File: src/rtl/lift_sched_pkg.sv
// Shared call codes, button-index decode and issue-FSM state encoding for the
// hall-call scheduler.
package lift_sched_pkg;

    localparam int N_CALLS = 6;

    localparam logic [2:0] C_NONE = 3'b000;
    localparam logic [2:0] C_1U   = 3'b001;
    localparam logic [2:0] C_2U   = 3'b010;
    localparam logic [2:0] C_3U   = 3'b011;
    localparam logic [2:0] C_2D   = 3'b110;
    localparam logic [2:0] C_3D   = 3'b111;
    localparam logic [2:0] C_4D   = 3'b100;

    typedef enum logic [1:0] {
        ST_IDLE,
        ST_OFFER,
        ST_SETTLE
    } issue_state_t;

    function automatic logic [2:0] idx_to_code(input logic [2:0] idx);
        logic [2:0] code;
        case (idx)
            3'd0:    code = C_1U;
            3'd1:    code = C_2U;
            3'd2:    code = C_3U;
            3'd3:    code = C_2D;
            3'd4:    code = C_3D;
            3'd5:    code = C_4D;
            default: code = C_NONE;
        endcase
        return code;
    endfunction

endpackage

File: src/rtl/lift_rr_arbiter.sv
// Six-way round-robin arbiter. The pointer holds the index where the next
// search begins, i.e. one past the most recent grant.
module lift_rr_arbiter
    import lift_sched_pkg::*;
(
    input  logic       clk,
    input  logic       rst,
    input  logic [5:0] req,
    output logic [5:0] grant,
    output logic [2:0] grant_idx,
    output logic       valid
);

    logic [2:0] ptr_reg;
    logic [2:0] ptr_next;
    logic [2:0] cand [N_CALLS];

    // Candidate k is the k-th index visited when searching from ptr_reg.
    generate
        for (genvar gi = 0; gi < N_CALLS; gi++) begin : g_cand
            logic [3:0] sum;
            assign sum      = {1'b0, ptr_reg} + 4'(gi);
            assign cand[gi] = (sum >= 4'd6) ? 3'(sum - 4'd6) : sum[2:0];
        end
    endgenerate

    always_comb begin
        grant     = '0;
        grant_idx = '0;
        valid     = 1'b0;
        ptr_next  = ptr_reg;
        for (int k = 0; k < N_CALLS; k++) begin
            if (!valid && req[cand[k]]) begin
                valid           = 1'b1;
                grant[cand[k]]  = 1'b1;
                grant_idx       = cand[k];
                ptr_next        = (cand[k] == 3'd5) ? 3'd0 : cand[k] + 3'd1;
            end
        end
    end

    always_ff @(posedge clk or posedge rst) begin
        if (rst) begin
            ptr_reg <= '0;
        end else begin
            ptr_reg <= ptr_next;
        end
    end

endmodule

File: src/rtl/lift_call_scheduler.sv
// Hall-call scheduler: dedups button presses, queues them round-robin and
// offers one call at a time to the lift. Optional LIFT_SCHED_WATCHDOG_EN adds
// a sticky stuck-offer watchdog.
module lift_call_scheduler
    import lift_sched_pkg::*;
#(
    parameter int DEPTH     = 8,
    parameter int WD_CYCLES = 64
) (
    input  logic                       clk,
    input  logic                       rst,
    input  logic [5:0]                 req,
    input  logic                       done,
    output logic [2:0]                 din,
    output logic                       q_empty,
    output logic [5:0]                 pending,
    output logic [$clog2(DEPTH+1)-1:0] count,
    output logic                       stuck
);

    localparam int CW = $clog2(DEPTH + 1);
    localparam int PW = (DEPTH > 1) ? $clog2(DEPTH) : 1;

    issue_state_t   state_reg, state_next;
    logic [5:0]     pending_reg, pending_next;
    logic [5:0]     unqueued_reg, unqueued_next;
    logic [2:0]     fifo_mem [DEPTH];
    logic [PW-1:0]  head_reg, tail_reg;
    logic [CW-1:0]  count_reg, count_next;

    logic [5:0]     arb_grant;
    logic [2:0]     arb_idx;
    logic           push;
    logic           pop;
    logic [2:0]     head_idx;
    logic [5:0]     pop_mask;
    logic [5:0]     set_vec;

    function automatic logic [PW-1:0] ptr_inc(input logic [PW-1:0] p);
        return (p == PW'(DEPTH - 1)) ? '0 : p + 1'b1;
    endfunction

    lift_rr_arbiter u_arb (
        .clk       (clk),
        .rst       (rst),
        .req       (unqueued_reg),
        .grant     (arb_grant),
        .grant_idx (arb_idx),
        .valid     (push)
    );

    // The FIFO stores button indices; codes are decoded only when offered.
    assign head_idx = fifo_mem[head_reg];
    assign pop      = (state_reg == ST_OFFER) && done;
    assign pop_mask = pop ? (6'b000001 << head_idx) : 6'b000000;

    // A press landing on the edge that retires the same call starts it afresh.
    assign set_vec       = req & (~pending_reg | pop_mask);
    assign pending_next  = (pending_reg & ~pop_mask) | set_vec;
    assign unqueued_next = (unqueued_reg & ~arb_grant) | set_vec;
    assign count_next    = count_reg + CW'(push) - CW'(pop);

    always_comb begin
        state_next = state_reg;
        case (state_reg)
            ST_IDLE: begin
                if (count_reg != '0) state_next = ST_OFFER;
            end
            ST_OFFER: begin
                if (done) state_next = ST_SETTLE;
            end
            ST_SETTLE: begin
                state_next = (count_reg != '0) ? ST_OFFER : ST_IDLE;
            end
            default: state_next = ST_IDLE;
        endcase
    end

    always_ff @(posedge clk or posedge rst) begin
        if (rst) begin
            state_reg    <= ST_IDLE;
            pending_reg  <= '0;
            unqueued_reg <= '0;
            head_reg     <= '0;
            tail_reg     <= '0;
            count_reg    <= '0;
        end else begin
            state_reg    <= state_next;
            pending_reg  <= pending_next;
            unqueued_reg <= unqueued_next;
            count_reg    <= count_next;
            if (push) tail_reg <= ptr_inc(tail_reg);
            if (pop)  head_reg <= ptr_inc(head_reg);
        end
    end

    always_ff @(posedge clk) begin
        if (push) fifo_mem[tail_reg] <= arb_idx;
    end

    assign din     = (state_reg == ST_OFFER) ? idx_to_code(head_idx) : C_NONE;
    assign q_empty = (state_reg != ST_OFFER);
    assign pending = pending_reg;
    assign count   = count_reg;

`ifdef LIFT_SCHED_WATCHDOG_EN
    localparam int WW = $clog2(WD_CYCLES + 1);

    logic [WW-1:0] wd_cnt_reg;
    logic          stuck_reg;

    // Counts unanswered offer cycles; saturates so stuck never needs re-arming.
    always_ff @(posedge clk or posedge rst) begin
        if (rst) begin
            wd_cnt_reg <= '0;
            stuck_reg  <= 1'b0;
        end else if ((state_reg == ST_OFFER) && !done) begin
            if (wd_cnt_reg != WW'(WD_CYCLES)) wd_cnt_reg <= wd_cnt_reg + 1'b1;
            if (wd_cnt_reg == WW'(WD_CYCLES - 1)) stuck_reg <= 1'b1;
        end else begin
            wd_cnt_reg <= '0;
        end
    end

    assign stuck = stuck_reg;
`else
    assign stuck = 1'b0;
`endif

endmodule

File: config.mk
export PLATFORM = sky130hd
export DESIGN_NAME = lift_call_scheduler
export DESIGN_NICKNAME = d
export VERILOG_FILES = /design/src/rtl/lift_sched_pkg.sv /design/src/rtl/lift_rr_arbiter.sv /design/src/rtl/lift_call_scheduler.sv
export SDC_FILE = /design/constraint.sdc
export NUM_CORES = 1
export LEC_CHECK = 0
export BUFFER_PORTS_ARGS = -buffer_cell sky130_fd_sc_hd__buf_2
export CORE_ASPECT_RATIO = 1.1
export CORE_MARGIN = 4
export CORE_UTILIZATION = 45
export DETAILED_ROUTE_END_ITERATION = 7
export PLACE_DENSITY = 0.63
export REMOVE_ABC_BUFFERS = 1
export SYNTH_ARGS = -nofsm -noshare
export SYNTH_HDL_FRONTEND = slang
export SYNTH_SLANG_ARGS = --single-unit
File: constraint.sdc
create_clock -name clk -period 4.95 [get_ports clk]
set_input_delay 1.485 -clock clk [delete_from_list [all_inputs] [get_ports clk]]
set_output_delay 1.485 -clock clk [all_outputs]
set_load 0.02 [all_outputs]
==> results.py, run 1 <==
metrics = {
    "job": {
        "cap_violations": 0,
    },
    "placed_design": {
        "hpwl_um": 6530,
        "pre_cts_slack_ps": 932,
        "port_buffers": 22,
        "place_congestion": 0.947,
        "place_area_um2": 3790,
    },
    "routing": {
        "drtAntennaViolNets": 0,
        "post_drt_wl_per_cell_um": 17.5,
        "drc": 0,
        "wl_um": 8520,
        "viasPerCell": 5.85,
        "drtIter0Drc": 255,
        "num_vias": 2843,
        "first_pass_iters": 5,
    },
    "yosys": {
        "synthArstFlopShare_pct": 52.9,
        "ys_seq_area_share_pct": 38.5,
        "synth_cell_types": 79,
        "synthAdderAreaFrac_pct": 5.73,
        "synth-edff-count": 24,
        "synth_compound_area_share_pct": 18.2,
        "yosys.area_share.simple_pct": 19.6,
        "yosys_most_used_dff": "dfrtp_1",
        "synth_xor_area_share_pct": 3.38,
        "syn_area_um2": 3630,
        "yosys_warnings": 0,
        "synth-seq-cells": 51,
        "synth_top_family_by_area": "simple AND/OR/NAND/NOR gates",
        "synth.avg_cell_area_um2": 10.1,
        "synthMuxAreaShare_pct": 9.21,
        "synthCells": 360,
    },
    "layout": {
        "seq_area_um2": 1400,
        "largest_reg_flops": 24,
        "drive_gt1_share_pct": 18.5,
        "fin_area_um2": 3900,
        "diodes": 0,
        "fin_nets": 402,
        "area_growth_pct": 7.52,
        "multi_input_area_um2": 2040,
        "fillers": 723,
    },
    "timing": {
        "period_share_pct": 82.6,
        "finClkSkew_ps": 13.8,
        "slew_violations": 0,
        "finalWorstSetupSlack_ps": 861,
        "period_minus_slack_ps": 4090,
        "fmax_mhz": 245,
        "final.setup.tns_ps": 0,
        "tightest_slew_ps": 1080,
        "rsz0062_at_grt": "false",
        "hold_viol_final": 0,
        "hold_ws_ps": 458,
        "max-slew-margin-rel_pct": 28.0,
        "finalSetupViolCount": 0,
    },
    "floorplanning": {
        "ioPinCount": 24,
        "rows": 34,
        "core_um2": 7870,
        "fp.dieArea_um2": 9560,
        "initial_core_util_pct": 46.1,
        "dieWidth_um": 93.6,
        "chipHeight_um": 102,
    },
    "grt": {
        "grt_overflow_total": 0,
        "grt_use_met3_pct": 3.24,
        "grt_max_degree": 28,
        "track_usage_pct": 18.6,
        "grt_pass1_wl_um": 14000,
        "grt.met2_usage_pct": 30.0,
        "grt_pass1_vias": 2709,
        "antenna_found_initial": 0,
        "busiest_layer": "met2",
        "grt_util_met1_pct": 26.5,
    },
    "setup_path": {
        "crit_required_ps": 5160,
        "path_cells": "ha_1, xor2_1, o211ai_1, o31ai_4, nand3b_4, nor2_1, and3_2, ha_1, inv_1, ha_1, a21o_1, a21oi_1, xor2_1",
        "crit_buf_inv": 1,
        "worst_path_most_repeated_cell": "ha_1",
        "critPathMaxFanout": 14,
        "cp_top_family": "adder cells",
        "cp.arrival_ps": 4300,
        "worstSetupPathType": "reg -> reg",
        "cp-start-kind": "flip-flop",
        "critPathSlowestCell": "dfrtp_1",
        "max_stage_delay_ps": 730,
        "setup.worst_path.end_class": "flip-flop",
    },
    "cts": {
        "cts_root_buffer": "clkbuf_8",
        "post_cts_resized": 0,
        "cts_made_buffers": 5,
        "holdBufCountCts": 0,
        "cts_tree": "yes",
        "cts.clk_slew.worst_paths_ps": 100,
        "clk_latency_ps": 300,
        "htreeDepth": 2,
        "cts_setup_buffers": 0,
        "clkSinkCount": 51,
        "clockBufferDepth": 2,
    },
    "hold_path": {
        "hold_class": "reg -> reg",
    },
    "run_status": {
        "status": "finished, final reports clean",
    },
}
worst register-to-register path: stages (launching register included):
cell	delay, ps
dfrtp_1	730
ha_1	630
xor2_1	260
o211ai_1	230
o31ai_4	190
nand3b_4	240
nor2_1	330
and3_2	380
ha_1	180
inv_1	70
ha_1	280
a21o_1	180
a21oi_1	160
xor2_1	150
routing by layer:
metal / share of wire, % / routed length (um)
met1: 47 / 4020
met2: 46 / 3900
met3: 6.0 / 508
met4: 1.0 / 89
met5: 0 / 0
synth_stat cells (3+ instances only):
cell type / count / area, um2
nand2_1: 39 / 146
dfrtp_1: 27 / 676
nor2_1: 27 / 101
edfxtp_1: 24 / 721
inv_1: 19 / 71.3
a21oi_1: 17 / 85.1
ha_1: 15 / 188
o21ai_0: 15 / 75.1
nand2b_1: 13 / 81.3
mux2i_1: 12 / 120
nand3_1: 8 / 40.0
nor3_1: 8 / 40.0
mux2_2: 7 / 78.8
buf_6: 6 / 67.6
mux4_2: 6 / 135
a21o_1: 5 / 37.5
and3_1: 5 / 31.3
clkbuf_1: 5 / 18.8
o211ai_1: 5 / 37.5
o31ai_1: 5 / 37.5
xor2_1: 5 / 43.8
nor3b_1: 4 / 30.0
o22ai_1: 4 / 25.0
xnor2_1: 4 / 35.0
a22o_1: 3 / 26.3
buf_2: 3 / 15.0
nand4_1: 3 / 18.8
nor4b_1: 3 / 26.3
layout make-up:
cell class                      instances  share of cell area [%]
Multi-Input combinational cell        273                    52.3
Clock inverter                          2                   0.962
Tap cell                              108                    3.46
Inverter                               19                    1.83
Sequential cell                        51                    35.8
Clock buffer                            6                    1.86
Timing Repair Buffer                   27                    3.79
kinds of logic after synthesis:
family,Yosys count
buf+inv,36
other cells,1
flops,51
mux,25
fa+ha+maj,16
simple gates,132
xor+xnor,11
compound gates,88
through the flow:
step | util, % | instances
floorplan | - | 343
global placement | 48.2 | 478
detailed placement | 48.2 | 478
CTS | 49.6 | 486
global route | 49.6 | 486
finish | 49.6 | 486
worst paths after layout:
kind,slack (ps),cells past startpoint,endpoint,from
min reg2reg,460,1,state_reg[0],state_reg[0]
max,860,13,count[3],u_arb.ptr_reg[2]
min,460,1,state_reg[0],state_reg[0]
min in group asynchronous,1440,2,head_reg[1],rst
max reg2reg,860,13,count[3],u_arb.ptr_reg[2]
max in group asynchronous,2850,2,unqueued_reg[2],rst
placed cells by master, fill, tap and decap left out, types with 4 or more instances in the layout:
master / synthesis / routed
a21o_1: 5 / 5
a21oi_1: 17 / 17
and3_1: 5 / 5
buf_2: 3 / 22
buf_4: 2 / 5
clkbuf_8: 0 / 5
dfrtp_1: 27 / 27
edfxtp_1: 24 / 24
ha_1: 15 / 15
inv_1: 19 / 19
mux2_2: 7 / 7
mux2i_1: 12 / 12
mux4_2: 6 / 6
nand2_1: 39 / 39
nand2b_1: 13 / 13
nand3_1: 8 / 8
nor2_1: 27 / 27
nor3_1: 8 / 8
nor3b_1: 4 / 4
o211ai_1: 5 / 5
o21ai_0: 15 / 15
o22ai_1: 4 / 4
o31ai_1: 5 / 5
xnor2_1: 4 / 4
xor2_1: 5 / 5
Power of run 1 is not shown: default switching activity piles up to over one toggle a cycle in this logic, so the estimate is an artifact.
==> run 2, diff against run 1 <==
clock period = 3.95 ns   (was 4.95 ns; I/O delays follow)
==> run 2 against run 1 <==
  * Sequential share of layout area shrank 0.94 points
  * Die area stayed put
  * Routed wire length increased by 5.4%
  * Clock skew shrank 5.2 ps
  * Final area increased by 2.7%
  * Final cell count up 2.7%
  * Global-route usage rose by 1.3 points
  * Highest routed layer unchanged
  * Sequential cell count unchanged
  * Via count is 0.67% higher
  * Hold slack improved by 2.6 ps
==> results.py, run 2 (synthesis gave the netlist of run 1 again) <==
metrics = {
    "cts": {
        "cts_root_buffer": "clkbuf_8",
        "clockBufferDepth": 2,
        "htreeDepth": 2,
        "clkSinkCount": 51,
        "cts_tree": "yes",
        "holdBufCountCts": 0,
        "cts.clk_slew.worst_paths_ps": 100,
        "clk_latency_ps": 310,
        "post_cts_resized": 0,
        "cts_setup_buffers": 0,
        "cts_made_buffers": 5,
    },
    "routing": {
        "drtAntennaViolNets": 0,
        "viasPerCell": 5.74,
        "post_drt_wl_per_cell_um": 18.0,
        "drtIter0Drc": 248,
        "num_vias": 2862,
        "wl_um": 8980,
        "first_pass_iters": 4,
        "drc": 0,
    },
    "setup_path": {
        "critPathMaxFanout": 12,
        "worstSetupPathType": "reg -> reg",
        "crit_required_ps": 4160,
        "cp.arrival_ps": 3910,
        "cp-start-kind": "flip-flop",
        "rr_worst_depth": 13,
        "setup.worst_path.end_class": "flip-flop",
    },
    "layout": {
        "largest_reg_flops": 24,
        "final_common_cell": "nand2_1",
        "area_growth_pct": 10.4,
        "post_layout_nonfiller_instances": 499,
        "layout_common_cells": "nand2_1 (39), nor2_1 (27), dfrtp_1 (27), edfxtp_1 (24), buf_2 (22)",
        "fin_nets": 415,
        "drive_gt1_share_pct": 21.7,
        "diodes": 0,
        "seq_area_um2": 1400,
        "fillers": 733,
        "multi_input_area_um2": 2040,
    },
    "grt": {
        "antenna_found_initial": 0,
        "grt_pass1_vias": 2865,
        "track_usage_pct": 19.9,
        "grt_pass1_wl_um": 14800,
        "grt_max_degree": 25,
        "grt_overflow_total": 0,
    },
    "hold_path": {
        "hold_depth": 1,
        "hold_class": "reg -> reg",
    },
    "floorplanning": {
        "dieWidth_um": 93.6,
        "initial_core_util_pct": 46.1,
        "ioPinCount": 24,
        "fp.dieArea_um2": 9560,
        "chipHeight_um": 102,
        "core_um2": 7870,
        "rows": 34,
    },
    "timing": {
        "finalSetupViolCount": 0,
        "fmax_mhz": 270,
        "finClkSkew_ps": 8.62,
        "max-slew-margin-rel_pct": 49.8,
        "slew_violations": 0,
        "tightest_slew_ps": 747,
        "hold_viol_final": 0,
        "period_minus_slack_ps": 3700,
        "rsz0062_at_grt": "false",
        "period_share_pct": 93.7,
    },
    "placed_design": {
        "placed_cells": 491,
        "place_congestion": 0.921,
        "hpwl_um": 7020,
        "port_buffers": 22,
    },
    "run_status": {
        "status": "finished, final reports clean",
    },
    "job": {
        "cap_violations": 0,
    },
}
==> run 2: worst paths after layout <==
check | start | to | slack (ps)
setup / recovery | u_arb.ptr_reg[1] | count[2] | 250
hold / removal | state_reg[0] | state_reg[0] | 460
setup reg to reg | u_arb.ptr_reg[1] | count[2] | 250
hold reg to reg | state_reg[0] | state_reg[0] | 460
max in group asynchronous | rst | tail_reg[0] | 2650
min in group asynchronous | rst | head_reg[2] | 740
==> run 2: cell type report <==
cell class	count	share of cell area, %
clock inverter	3	1.16
tap	108	3.37
sequential	51	34.9
timing repair buffer	40	6.12
clock buffer	5	1.72
inverter	19	1.78
multi-input combinational	273	51.0
==> run 2: stage by stage <==
stage | utilization, % | hold slack [ps] | setup WS (ps) | cell area, um2 | TNS, ps
floorplan | - | 424 | -328 | 3510 | -2350
global placement | 49.4 | 442 | 344 | 3890 | 0
detailed placement | 49.4 | 452 | 253 | 3890 | 0
CTS | 50.9 | 466 | 229 | 4000 | 0
global route | 50.9 | 483 | 15.1 | 4010 | 0
finish | 50.9 | 461 | 250 | 4010 | 0
==> run 2: per-layer routing <==
layer  part of all wire [%]  up-vias  global-route usage (%)
li1                       -     1391                       -
met2                     47       92                    33.1
met1                     45     1364                    26.9
met3                    6.3       15                    3.02
met5                      0        -                       0
met4                    1.8        0                    6.00
==> run 2: critical path: stages, from the launching register on <==
cell	delay (ps)
dfrtp_1	520
inv_1	140
ha_1	400
a21oi_4	320
mux2i_1	210
o211ai_1	160
o22ai_2	360
nor2_1	90
and3_2	310
ha_1	300
inv_1	40
ha_1	200
fa_1	380
xor2_1	150
Power of run 2 is left out for the same reason.
